--- src/rtl/switch_pkg.sv ---
// switch_pkg: shared definitions for the 4-lane 2x2 switch network and its
// return-path inverse.
//   LANES  - lane count of a bundle
//   LANE_W - default lane data width
//   lane_t - one lane of data at the default width
//   pair_t - the two lanes leaving one 2x2 cell
//   swap2  - 2x2 cell: s=0 passes (a,b), s=1 crosses to (b,a); self-inverse
package switch_pkg;

  localparam int unsigned LANES  = 4;
  localparam int unsigned LANE_W = 8;

  typedef logic [LANE_W-1:0] lane_t;

  typedef struct packed {
    lane_t a;
    lane_t b;
  } pair_t;

  function automatic pair_t swap2(input lane_t a, input lane_t b, input logic s);
    pair_t p;
    p.a = s ? b : a;
    p.b = s ? a : b;
    return p;
  endfunction

endpackage

--- src/rtl/unswitch2_stage.sv ---
// unswitch2_stage: one registered column of two 2x2 cells with valid/ready.
//   Cell X maps (in_d0,in_d1) -> (out_d0,out_d1); cell Y maps
//   (in_d2,in_d3) -> (out_d2,out_d3); both use in_sel.
//   in_sb/out_sb carry SBW bits of sideband alongside the bundle unchanged.
// Ports:
//   clk, rst              clock, asynchronous active-high reset
//   in_valid/in_ready     upstream handshake
//   in_d0..in_d3, in_sel  lane data and cell select for this bundle
//   in_sb                 sideband captured with the bundle
//   out_valid/out_ready   downstream handshake
//   out_d0..out_d3,out_sb registered results
module unswitch2_stage
  import switch_pkg::*;
#(
  parameter int unsigned W   = LANE_W,
  parameter int unsigned SBW = 1
) (
  input  logic           clk,
  input  logic           rst,
  input  logic           in_valid,
  output logic           in_ready,
  input  logic [W-1:0]   in_d0,
  input  logic [W-1:0]   in_d1,
  input  logic [W-1:0]   in_d2,
  input  logic [W-1:0]   in_d3,
  input  logic           in_sel,
  input  logic [SBW-1:0] in_sb,
  output logic           out_valid,
  input  logic           out_ready,
  output logic [W-1:0]   out_d0,
  output logic [W-1:0]   out_d1,
  output logic [W-1:0]   out_d2,
  output logic [W-1:0]   out_d3,
  output logic [SBW-1:0] out_sb
);

  logic [W-1:0] x0, x1, y0, y1;
  logic         load;

  // The shared cell function is typed at the default lane width; other
  // widths (e.g. data with an appended parity bit) use the same mux inline.
  if (W == LANE_W) begin : g_pkg_swap
    pair_t px, py;
    assign px = swap2(in_d0, in_d1, in_sel);
    assign py = swap2(in_d2, in_d3, in_sel);
    assign x0 = px.a;
    assign x1 = px.b;
    assign y0 = py.a;
    assign y1 = py.b;
  end else begin : g_wide_swap
    assign x0 = in_sel ? in_d1 : in_d0;
    assign x1 = in_sel ? in_d0 : in_d1;
    assign y0 = in_sel ? in_d3 : in_d2;
    assign y1 = in_sel ? in_d2 : in_d3;
  end

  // Load when empty or when the held bundle leaves this same cycle.
  assign in_ready = !out_valid || out_ready;
  assign load     = in_valid && in_ready;

  always_ff @(posedge clk or posedge rst) begin
    if (rst) begin
      out_valid <= 1'b0;
      out_d0    <= '0;
      out_d1    <= '0;
      out_d2    <= '0;
      out_d3    <= '0;
      out_sb    <= '0;
    end else if (load) begin
      out_valid <= 1'b1;
      out_d0    <= x0;
      out_d1    <= x1;
      out_d2    <= y0;
      out_d3    <= y1;
      out_sb    <= in_sb;
    end else if (out_ready) begin
      out_valid <= 1'b0;
    end
  end

endmodule

--- src/rtl/unswitch4_pipe.sv ---
// unswitch4_pipe: return-path inverse of the 4-lane two-stage 2x2 switch
// network. Undoes sel1 (stage 1) then sel0 (stage 2), restoring lane order
// in0..in3 from switched lanes r0..r3. Two registered stages, one
// bundle-wide valid/ready handshake, 2-cycle latency, 1 bundle/cycle.
// Ports:
//   clk, rst             clock, asynchronous active-high reset
//   s_valid/s_ready      input bundle handshake
//   s_data0..s_data3     switched-side lanes r0..r3
//   s_sel0, s_sel1       forward selects used for this bundle
//   m_valid/m_ready      output bundle handshake
//   m_data0..m_data3     restored lanes in0..in3
// Build option UNSWITCH4_PARITY_EN adds:
//   s_par[3:0]           even parity per input lane
//   m_perr               any output lane has odd parity (with m_valid)
module unswitch4_pipe
  import switch_pkg::*;
#(
  parameter int unsigned W = LANE_W
) (
  input  logic         clk,
  input  logic         rst,
  input  logic         s_valid,
  output logic         s_ready,
  input  logic [W-1:0] s_data0,
  input  logic [W-1:0] s_data1,
  input  logic [W-1:0] s_data2,
  input  logic [W-1:0] s_data3,
  input  logic         s_sel0,
  input  logic         s_sel1,
`ifdef UNSWITCH4_PARITY_EN
  input  logic [LANES-1:0] s_par,
  output logic             m_perr,
`endif
  output logic         m_valid,
  input  logic         m_ready,
  output logic [W-1:0] m_data0,
  output logic [W-1:0] m_data1,
  output logic [W-1:0] m_data2,
  output logic [W-1:0] m_data3
);

  // Parity travels as an extra top bit of each lane so the cells permute it
  // exactly like the data it protects.
`ifdef UNSWITCH4_PARITY_EN
  localparam int unsigned LW = W + 1;
`else
  localparam int unsigned LW = W;
`endif

  logic [LW-1:0] l0, l1, l2, l3;
  logic [LW-1:0] a, b, c, d;
  logic [LW-1:0] o0, o1, o2, o3;
  logic          v1, rdy2, sel0_q;
  logic          sb2_unused;

`ifdef UNSWITCH4_PARITY_EN
  assign l0 = {s_par[0], s_data0};
  assign l1 = {s_par[1], s_data1};
  assign l2 = {s_par[2], s_data2};
  assign l3 = {s_par[3], s_data3};
  assign m_data0 = o0[W-1:0];
  assign m_data1 = o1[W-1:0];
  assign m_data2 = o2[W-1:0];
  assign m_data3 = o3[W-1:0];
  // Registered lanes hold during a stall, so the flag holds with them.
  assign m_perr  = m_valid && ((^o0) || (^o1) || (^o2) || (^o3));
`else
  assign l0 = s_data0;
  assign l1 = s_data1;
  assign l2 = s_data2;
  assign l3 = s_data3;
  assign m_data0 = o0;
  assign m_data1 = o1;
  assign m_data2 = o2;
  assign m_data3 = o3;
`endif

  // Stage 1 undoes sel1: (A,C)=swap(r0,r1), (B,D)=swap(r2,r3); sel0 rides along.
  unswitch2_stage #(.W(LW), .SBW(1)) u_stage1 (
    .clk       (clk),
    .rst       (rst),
    .in_valid  (s_valid),
    .in_ready  (s_ready),
    .in_d0     (l0),
    .in_d1     (l1),
    .in_d2     (l2),
    .in_d3     (l3),
    .in_sel    (s_sel1),
    .in_sb     (s_sel0),
    .out_valid (v1),
    .out_ready (rdy2),
    .out_d0    (a),
    .out_d1    (c),
    .out_d2    (b),
    .out_d3    (d),
    .out_sb    (sel0_q)
  );

  // Stage 2 undoes sel0: (in0,in2)=swap(A,B), (in1,in3)=swap(C,D).
  unswitch2_stage #(.W(LW), .SBW(1)) u_stage2 (
    .clk       (clk),
    .rst       (rst),
    .in_valid  (v1),
    .in_ready  (rdy2),
    .in_d0     (a),
    .in_d1     (b),
    .in_d2     (c),
    .in_d3     (d),
    .in_sel    (sel0_q),
    .in_sb     (1'b0),
    .out_valid (m_valid),
    .out_ready (m_ready),
    .out_d0    (o0),
    .out_d1    (o2),
    .out_d2    (o1),
    .out_d3    (o3),
    .out_sb    (sb2_unused)
  );

endmodule

--- config.mk ---
export PLATFORM = sky130hd
export DESIGN_NAME = unswitch4_pipe
export DESIGN_NICKNAME = d
export VERILOG_FILES = /design/src/rtl/switch_pkg.sv /design/src/rtl/unswitch2_stage.sv /design/src/rtl/unswitch4_pipe.sv
export SDC_FILE = /design/constraint.sdc
export NUM_CORES = 1
export LEC_CHECK = 0
export BUFFER_PORTS_ARGS = -buffer_cell sky130_fd_sc_hd__buf_4
export CAP_MARGIN = 40
export CORE_UTILIZATION = 36
export CTS_CLUSTER_DIAMETER = 150
export DETAILED_ROUTE_END_ITERATION = 16
export GPL_TIMING_DRIVEN = 0
export SYNTH_ARGS = -nofsm -noshare
export SYNTH_HDL_FRONTEND = slang
export SYNTH_SLANG_ARGS = --single-unit
export TNS_END_PERCENT = 10
--- constraint.sdc ---
create_clock -name clk -period 2.6 [get_ports clk]
set_input_delay 0.26 -clock clk [delete_from_list [all_inputs] [get_ports clk]]
set_output_delay 0.26 -clock clk [all_outputs]
set_load 0.05 [all_outputs]
==> impl_metrics.env, run 1 <==
export IMPL_status="finished with violations"
export IMPL_violations="DRC"
export IMPL_io_pins=72
export IMPL_synthFlopType="dfrtp_1"
export IMPL_synthCells=302
export IMPL_area_growth_pct=26.1
export IMPL_rsz0062_at_grt="false"
export IMPL_die_area_um2=9540
export IMPL_hpwlAfterDp_um=6680
export IMPL_ys_seq_area_frac=0.509
export IMPL_cp_num_buf_inv=3
export IMPL_ys_ff_latch=67
export IMPL_grt_max_degree=40
export IMPL_cts_made_buffers=9
export IMPL_cp_slowest_cell="dfrtp_1"
export IMPL_grtUsageMet3=0.0439
export IMPL_cts_resized=0
export IMPL_async_flop_share=1.00
export IMPL_end_kind="output pin"
export IMPL_grt_pass1_vias=2667
export IMPL_sw_frac_of_total=0.389
export IMPL_routed_via_count=2687
export IMPL_antenna_found_initial=0
export IMPL_placed_area_um2=3970
export IMPL_synth_most_common_cell="dfrtp_1"
export IMPL_r2r_slack_ps=1300
export IMPL_fin_area_um2=4160
export IMPL_max_stage_delay_ps=440
export IMPL_r2r_cells=5
export IMPL_clk_latency_ps=350
export IMPL_fin_tns_setup_ps=0
export IMPL_use_met2=0.285
export IMPL_muxShareOfSynthArea=0.198
export IMPL_min_period_over_period=0.681
export IMPL_finalHoldViolCount=0
export IMPL_postCtsHoldBufs=0
export IMPL_synth_edff_count=0
export IMPL_synth_xor_area_share=0
export IMPL_synthesis_area_um2=3300
export IMPL_path_cells="nand3b_4 -> buf_6 -> buf_2 -> buf_4"
export IMPL_die_y_um=97.7
export IMPL_drv_slew=0
export IMPL_grt_overflow_total=0
export IMPL_die_x_um=97.7
export IMPL_syn_nets=340
export IMPL_drc=12
export IMPL_power_internal_mw=2.16
export IMPL_start_kind="register"
export IMPL_r2r_start="u_stage2.out_valid"
export IMPL_p_switching_mw=1.38
export IMPL_fin_nets=421
export IMPL_cap_viol_max_count=0
export IMPL_skew_ps=6.69
export IMPL_initial_utilization=0.374
export IMPL_worst_path_stages=4
export IMPL_synth_area_leaders="dfrtp_1, mux2i_1, a31oi_1, a21oi_1, buf_2"
export IMPL_postCtsSetupRepairBufs=0
export IMPL_synth_fa_ha_area_frac=0
export IMPL_path_class="register to output pin"
export IMPL_synth_simple_area_share=0.0129
export IMPL_critical_path_top_delay_family="buffers and inverters"
export IMPL_synth_area_per_cell_um2=10.9
export IMPL_path_clk_slew_ps=70
export IMPL_synth_cell_type_count=14
export IMPL_tightest_slew_ps=643
export IMPL_cts_root_buf="clkbuf_8"
export IMPL_min_period_ps=1770
export IMPL_drtAntennaViolNets=0
export IMPL_coreArea_um2=8810
export IMPL_share_comb_of_total_power=0.362
export IMPL_p_clk_frac=0.241
export IMPL_worstPathMaxFanout=10
export IMPL_p_seq_frac=0.397
export IMPL_drt_first_pass_iters=10
export IMPL_grt_busiest_layer="met2"
export IMPL_max_freq_ghz=0.565
export IMPL_clock_sinks=67
export IMPL_drive_above_1_share=0.289
export IMPL_dp_slack_ps=1190
export IMPL_setup_slack_ps=829
export IMPL_portBuffers=69
export IMPL_yosys_warnings=0
export IMPL_place_congestion=0.827
export IMPL_synth_common_cells="dfrtp_1, a21oi_1, a31oi_1, mux2i_1, buf_2"
export IMPL_min_path_type="input port to asynchronous set/reset pin"
export IMPL_grt_pass1_wl_um=14200
export IMPL_routed_wl_um=8690
export IMPL_n_antenna_cell=0
export IMPL_cts_tree="yes"
export IMPL_holdWs_ps=1.18
export IMPL_crit_arrival_ps=1510
export IMPL_clock_path_buffers=2
export IMPL_ir_worst_vdd_mv=0.264
export IMPL_synth_compound_area_frac=0.219
export IMPL_synth_top_cell_area_share=0.509
export IMPL_drt_iter0_markers=106
export IMPL_cellLeakagePower_nw=1.87
export IMPL_track_usage=0.194
export IMPL_std_cell_rows=34
export IMPL_grt_use_met1=0.280
export IMPL_synth_top_family_by_area="compound AO/OA/AOI/OAI gates"
export IMPL_r2r_end="u_stage2.out_d3[2]"
export IMPL_crit_required_ps=2340
export IMPL_wl_per_cell_um=17.5
export IMPL_synth_top_cell_by_area="dfrtp_1"
export IMPL_finalSetupViolCount=0
export IMPL_htree_levels=3
export IMPL_p_per_area_nw_per_um2=850
export IMPL_relSlewSlack=0.571
export IMPL_postLayoutCoreUtil=0.472
export IMPL_drt_vias_per_instance=5.42
==> stage by stage <==
step | power, mW | std cells
after floorplan | 2.28 | 302
after global placement | 2.68 | 479
after detailed placement | 2.71 | 480
after CTS | 3.55 | 496
after global routing | 3.70 | 496
final | 3.53 | 496
==> cell usage in the layout, fill, tap and decap left out <==
master,Yosys,final
clkbuf_1,6,10
buf_2,17,17
inv_2,0,1
mux2_1,1,1
buf_12,0,1
buf_4,10,79
nand2_1,1,1
a21oi_1,64,64
buf_1,2,2
clkbuf_8,0,10
mux2i_1,64,64
nand2b_1,3,3
a31oi_1,64,64
buf_6,1,1
nand3b_4,1,1
clkinv_2,0,1
bufinv_16,0,1
dfrtp_1,67,67
==> cell type report <==
type	count	area (um2)
fill	842	4650
sequential	67	1680
multi-input combinational	198	1420
timing repair buffer	70	538
buffer	36	201
clock buffer	14	153
tap	108	135
clock inverter	2	35.0
inverter	1	3.75
==> state kept, by name (all words and copies together) (netlist names) <==
name	flops
u_stage1.out_d2	8
u_stage1.out_d3	8
u_stage1.out_d0	8
u_stage2.out_valid	1
u_stage2.out_d0	8
u_stage1.out_valid	1
u_stage1.out_d1	8
u_stage2.out_d2	8
u_stage1.out_sb	1
u_stage2.out_d3	8
u_stage2.out_d1	8
==> cells by family after synthesis <==
logic type | Yosys count
AND/OR/NAND/NOR | 5
AO/OA/AOI/OAI | 128
flip-flops | 67
multiplexers | 65
buffers and inverters | 37
==> power by group through the flow <==
| stage | Combinational [mW] | Clock (mW) | Sequential (mW) |
|---|---|---|---|
| final | 1.28 | 0.853 | 1.40 |
| after global routing | 1.36 | 0.910 | 1.43 |
| after CTS | 1.28 | 0.860 | 1.40 |
| after detailed placement | 1.29 | 0 | 1.42 |
| after global placement | 1.26 | 0 | 1.42 |
| after floorplan | 0.449 | 0 | 1.83 |
==> per-layer routing <==
layer | vias to the layer above | wire, um
met5 | - | 0
met4 | 0 | 120
met3 | 11 | 365
met2 | 75 | 3770
met1 | 1288 | 4440
li1 | 1313 | -
==> how the worst max path moves through the flow <==
| stage | from | to | slack [ps] |
|---|---|---|---|
| after floorplan | rst | u_stage1.out_d0[0] | 660 |
| after global placement | rst | u_stage1.out_d1[3] | -160 |
| after detailed placement | u_stage2.out_valid | s_ready | 1190 |
| after CTS | u_stage2.out_valid | s_ready | 820 |
| after global routing | u_stage2.out_valid | s_ready | 750 |
| final | u_stage2.out_valid | s_ready | 830 |
No activity file was read; power rests on OpenSTA's default activity.
==> run 2: changes to the inputs <==
- ABC_AREA: default -> 1
- clock period: 2.6 -> 1.86 ns (I/O delays scaled with it)
==> impl_metrics.env, run 2 <==
export IMPL_min_period_over_period=0.856
export IMPL_die_area_um2=10000
export IMPL_grt_pass1_wl_um=15000
export IMPL_ys_seq_area_frac=0.484
export IMPL_start_kind="register"
export IMPL_grt_max_degree=27
export IMPL_skew_ps=10.9
export IMPL_clk_latency_ps=340
export IMPL_postCtsSetupRepairBufs=0
export IMPL_drc=0
export IMPL_relSlewSlack=0.673
export IMPL_async_flop_share=1.00
export IMPL_crit_required_ps=1670
export IMPL_placed_area_um2=4190
export IMPL_ir_worst_vdd_mv=0.513
export IMPL_drt_vias_per_instance=4.53
export IMPL_n_antenna_cell=0
export IMPL_wl_per_cell_um=12.8
export IMPL_coreArea_um2=9280
export IMPL_synthCells=494
export IMPL_drt_iter0_markers=159
export IMPL_fin_area_um2=4470
export IMPL_drtAntennaViolNets=0
export IMPL_synthesis_area_um2=3460
export IMPL_dp_cells=694
export IMPL_finalHoldViolCount=0
export IMPL_finalSetupViolCount=0
export IMPL_std_cell_rows=35
export IMPL_drt_first_pass_iters=5
export IMPL_final_common_cell="nand2_1"
export IMPL_cts_root_buf="clkbuf_8"
export IMPL_path_clk_slew_ps=80
export IMPL_synth_top_cell_by_area="dfrtp_1"
export IMPL_p_per_area_nw_per_um2=1310
export IMPL_status="complete, no violations"
export IMPL_fin_tns_setup_ps=0
export IMPL_synth_area_per_cell_um2=7.01
export IMPL_synthFlopType="dfrtp_1"
export IMPL_die_y_um=100
export IMPL_max_freq_ghz=0.628
export IMPL_critical_path_top_delay_family="buffers and inverters"
export IMPL_hpwlAfterDp_um=6910
export IMPL_rsz0062_at_grt="false"
export IMPL_end_kind="output pin"
export IMPL_power_mw=5.84
export IMPL_ys_ff_latch=67
export IMPL_stdcell_count=711
export IMPL_cts_made_buffers=9
export IMPL_cp_num_buf_inv=2
export IMPL_fillCellCount=958
export IMPL_grt_pass1_vias=3082
export IMPL_max_stage_delay_ps=430
export IMPL_drv_slew=0
export IMPL_track_usage=0.196
export IMPL_tightest_slew_ps=491
export IMPL_clock_sinks=67
export IMPL_routed_wl_um=9070
export IMPL_cellLeakagePower_nw=2.54
export IMPL_clock_path_buffers=2
export IMPL_synth_cell_type_count=15
export IMPL_cap_viol_max_count=0
export IMPL_die_x_um=100
export IMPL_cts_resized=0
export IMPL_io_pins=72
export IMPL_yosys_warnings=0
export IMPL_area_growth_pct=29.1
export IMPL_grt_overflow_total=0
export IMPL_synth_area_leaders="dfrtp_1, nand2_1, nand3_1, inv_1, o21ai_0"
export IMPL_cp_slowest_cell="dfrtp_1"
export IMPL_min_path_type="input port to register"
export IMPL_cts_tree="yes"
export IMPL_syn_nets=532
export IMPL_crit_arrival_ps=1410
export IMPL_path_class="register to output pin"
export IMPL_synth_most_common_cell="nand2_1"
export IMPL_initial_utilization=0.373
export IMPL_place_congestion=0.856
export IMPL_min_period_ps=1590
export IMPL_routed_via_count=3221
export IMPL_worstPathMaxFanout=10
export IMPL_synth_top_cell_area_share=0.484
export IMPL_htree_levels=3
export IMPL_antenna_found_initial=0
export IMPL_path_cells="nand3_4 -> buf_2 -> buf_4"
export IMPL_final_cell_mix="nand2_1, buf_4, dfrtp_1"
export IMPL_drive_above_1_share=0.210
export IMPL_fin_nets=615
export IMPL_synth_common_cells="nand2_1, dfrtp_1, inv_1"
export IMPL_portBuffers=69
export IMPL_synth_edff_count=0
[run 2: cell count changes after synthesis, sizes merged]
cell	change
a21oi	-64
nand3	+34
o21ai	+32
clkbuf	-3
mux2	-1
mux2i	-64
buf	-3
nand2b	-3
inv	+35
nand3b	-1
a31oi	-64
nand2	+294
[run 2: worst paths after layout]
kind / start / endpoint / slack [ps] / depth (start not counted)
setup / recovery: u_stage2.out_valid / s_ready / 270 / 3
hold / removal: s_sel0 / u_stage1.out_sb / 140 / 3
setup reg to reg: u_stage2.out_valid / u_stage2.out_d2[7] / 670 / 5
hold reg to reg: u_stage2.out_d3[7] / u_stage2.out_d3[7] / 480 / 2
max in group asynchronous: rst / u_stage1.out_d2[2] / 980 / 4
min in group asynchronous: rst / u_stage2.out_d2[4] / 410 / 3
[run 2: what timing repair did]
item	CTS	global route
hold buffers	1	0
endpoints found under the hold margin	16	0
endpoints found under the setup margin	0	0
[run 2: cell families after synthesis]
kind of cell    share of synthesized area
flops                               0.484
buf+inv                            0.0940
compound gates                     0.0463
simple gates                        0.375
[run 2: final cells by class]
type / count / area [um2] / share of cell area
Tap cell: 129 / 161 / 0.0361
Timing Repair Buffer: 72 / 568 / 0.127
Buffer: 30 / 190 / 0.0426
Multi-Input combinational cell: 361 / 1460 / 0.327
Sequential cell: 67 / 1680 / 0.375
Clock inverter: 6 / 136 / 0.0305
Clock buffer: 10 / 138 / 0.0308
Inverter: 36 / 139 / 0.0311
[run 2: per-stage QoR]
| stage | worst slack, ps | hold slack, ps | util |
|---|---|---|---|
| after floorplan | 442 | 334 | - |
| after detailed placement | 636 | 229 | 0.451 |
| after global placement | 420 | 467 | 0.446 |
| final | 268 | 136 | 0.481 |
| after CTS | 248 | 116 | 0.481 |
| after global routing | 201 | 136 | 0.481 |
[run 2: worst min-delay path, cell delays in order]
cell	delay, ps
buf_4	80
nand3_1	100
nand2_1	80
[run 2: power by group]
group          internal (mW)  total [mW]  switching, mW  leakage, nW
Combinational          0.665        2.16           1.49         1.57
Sequential              1.80        2.05          0.248        0.842
Clock                   1.07        1.64          0.574        0.133
[run 2: metal layers]
layer | GRT usage | vias to the layer above | wire length, um
li1 | - | 1666 | -
met1 | 0.271 | 1469 | 4340
met2 | 0.311 | 73 | 4210
met3 | 0.0279 | 13 | 337
met4 | 0.0780 | 0 | 182
met5 | 0 | - | 0
==> run 3: changes to the inputs <==
- MAX_ROUTING_LAYER: default -> met4
- SETUP_SLACK_MARGIN: default -> 0.3
==> impl_metrics.env, run 3 (synthesis results as in run 2) <==
export IMPL_std_cell_rows=35
export IMPL_p_per_area_nw_per_um2=1300
export IMPL_ir_worst_vdd_mv=0.514
export IMPL_min_period_ps=1410
export IMPL_place_congestion=0.870
export IMPL_die_x_um=100
export IMPL_cellLeakagePower_nw=2.56
export IMPL_dp_slack_ps=636
export IMPL_status="complete, no violations"
export IMPL_drtAntennaViolNets=0
export IMPL_skew_ps=11.4
export IMPL_cap_viol_max_count=0
export IMPL_min_from="s_sel0"
export IMPL_clk_latency_ps=350
export IMPL_clock_path_buffers=2
export IMPL_min_period_over_period=0.757
export IMPL_drc=0
export IMPL_die_area_um2=10000
export IMPL_cts_root_buf="clkbuf_8"
export IMPL_antenna_found_initial=0
export IMPL_clock_sinks=67
export IMPL_start_kind="register"
export IMPL_worstPathMaxFanout=10
export IMPL_drt_vias_per_instance=4.55
export IMPL_rsz0062_at_grt="false"
export IMPL_max_freq_ghz=0.710
export IMPL_drv_slew=0
export IMPL_fin_tns_setup_ps=0
export IMPL_min_path_type="input port to register"
export IMPL_power_mw=5.85
export IMPL_crit_required_ps=1670
export IMPL_area_growth_pct=29.6
export IMPL_cts_tree="yes"
export IMPL_grt_pass1_vias=3089
export IMPL_fin_nets=617
export IMPL_postLayoutCoreUtil=0.483
export IMPL_die_y_um=100
export IMPL_path_class="register to output pin"
export IMPL_setup_slack_ps=452
export IMPL_grt_pass1_wl_um=14900
export IMPL_drive_above_1_share=0.212
export IMPL_hpwlAfterDp_um=6910
export IMPL_holdWs_ps=130
export IMPL_r2r_start="u_stage2.out_valid"
export IMPL_grt_overflow_total=0
export IMPL_initial_utilization=0.373
export IMPL_end_kind="output pin"
export IMPL_drt_iter0_markers=131
export IMPL_routed_wl_um=9040
export IMPL_wl_per_cell_um=12.7
export IMPL_grt_max_degree=27
export IMPL_final_cell_mix="nand2_1, buf_4, dfrtp_1"
export IMPL_portBuffers=69
export IMPL_crit_arrival_ps=1220
export IMPL_path_clk_slew_ps=80
export IMPL_finalSetupViolCount=0
export IMPL_critPathLaunch="u_stage2.out_valid"
export IMPL_io_pins=72
export IMPL_coreArea_um2=9280
export IMPL_finalHoldViolCount=0
export IMPL_relSlewSlack=0.673
export IMPL_drt_first_pass_iters=4
export IMPL_final_common_cell="nand2_1"
export IMPL_track_usage=0.202
export IMPL_tightest_slew_ps=490
export IMPL_routed_via_count=3245
export IMPL_cts_made_buffers=9
export IMPL_htree_levels=3
export IMPL_n_antenna_cell=0
run 3: cell types whose count changed in the layout (fill, tap and decap cells not counted):
cell | before | now
buf_2 | 15 | 14
buf_4 | 78 | 81
run 3: stage by stage:
stage	cell area, um2	std cells
2_1_floorplan	3470	494
3_3_place_gp	4150	692
3_5_place_dp	4190	694
4_1_cts	4480	712
5_1_grt	4490	713
6_report	4490	713
run 3: repair_timing:
item	4_1_cts	5_1_grt
hold buffers	1	0
pin swaps	0	1
buffers inserted	1	1
endpoints found under the setup margin	1	1
gates resized for setup	1	0
hold endpoints to repair	16	0
run 3: report_power, final:
part	leakage [nW]	total, mW	switching [mW]	internal [mW]
clock	0.133	1.64	0.572	1.06
combinational	1.58	2.17	1.49	0.674
sequential	0.842	2.05	0.246	1.80
run 3: per-layer routing:
metal / routed length [um] / global-route usage / up-vias / share of wire
li1: - / - / 1669 / -
met4: 159 / 0.0780 / 0 / 0.018
met3: 494 / 0.0299 / 11 / 0.055
met5: 0 / - / - / 0
met2: 4230 / 0.310 / 88 / 0.47
met1: 4160 / 0.270 / 1477 / 0.46
run 3: worst paths after layout:
kind                       slack, ps  cells after the start                 end
max reg2reg                      570                      7  u_stage2.out_d0[1]
max                              450                      3             s_ready
max in group asynchronous        990                      4  u_stage1.out_d2[2]
min                              130                      3     u_stage1.out_sb
min reg2reg                      480                      2  u_stage2.out_d3[7]
min in group asynchronous        410                      3  u_stage2.out_d3[6]
run 3: critical path, stage by stage (launching register included):
cell and delay, ps:
dfrtp_1 420, nand3_4 90, buf_4 160, buf_4 210
run 3: cell type report:
type | count | area (um2)
repair buffers | 74 | 583
plain buffers | 30 | 193
clock buffers | 10 | 138
well taps | 129 | 161
clock inverters | 6 | 136
multi-input cells | 361 | 1460
flip-flops and latches | 67 | 1680
inverters | 36 | 139
fillers | 953 | 4800
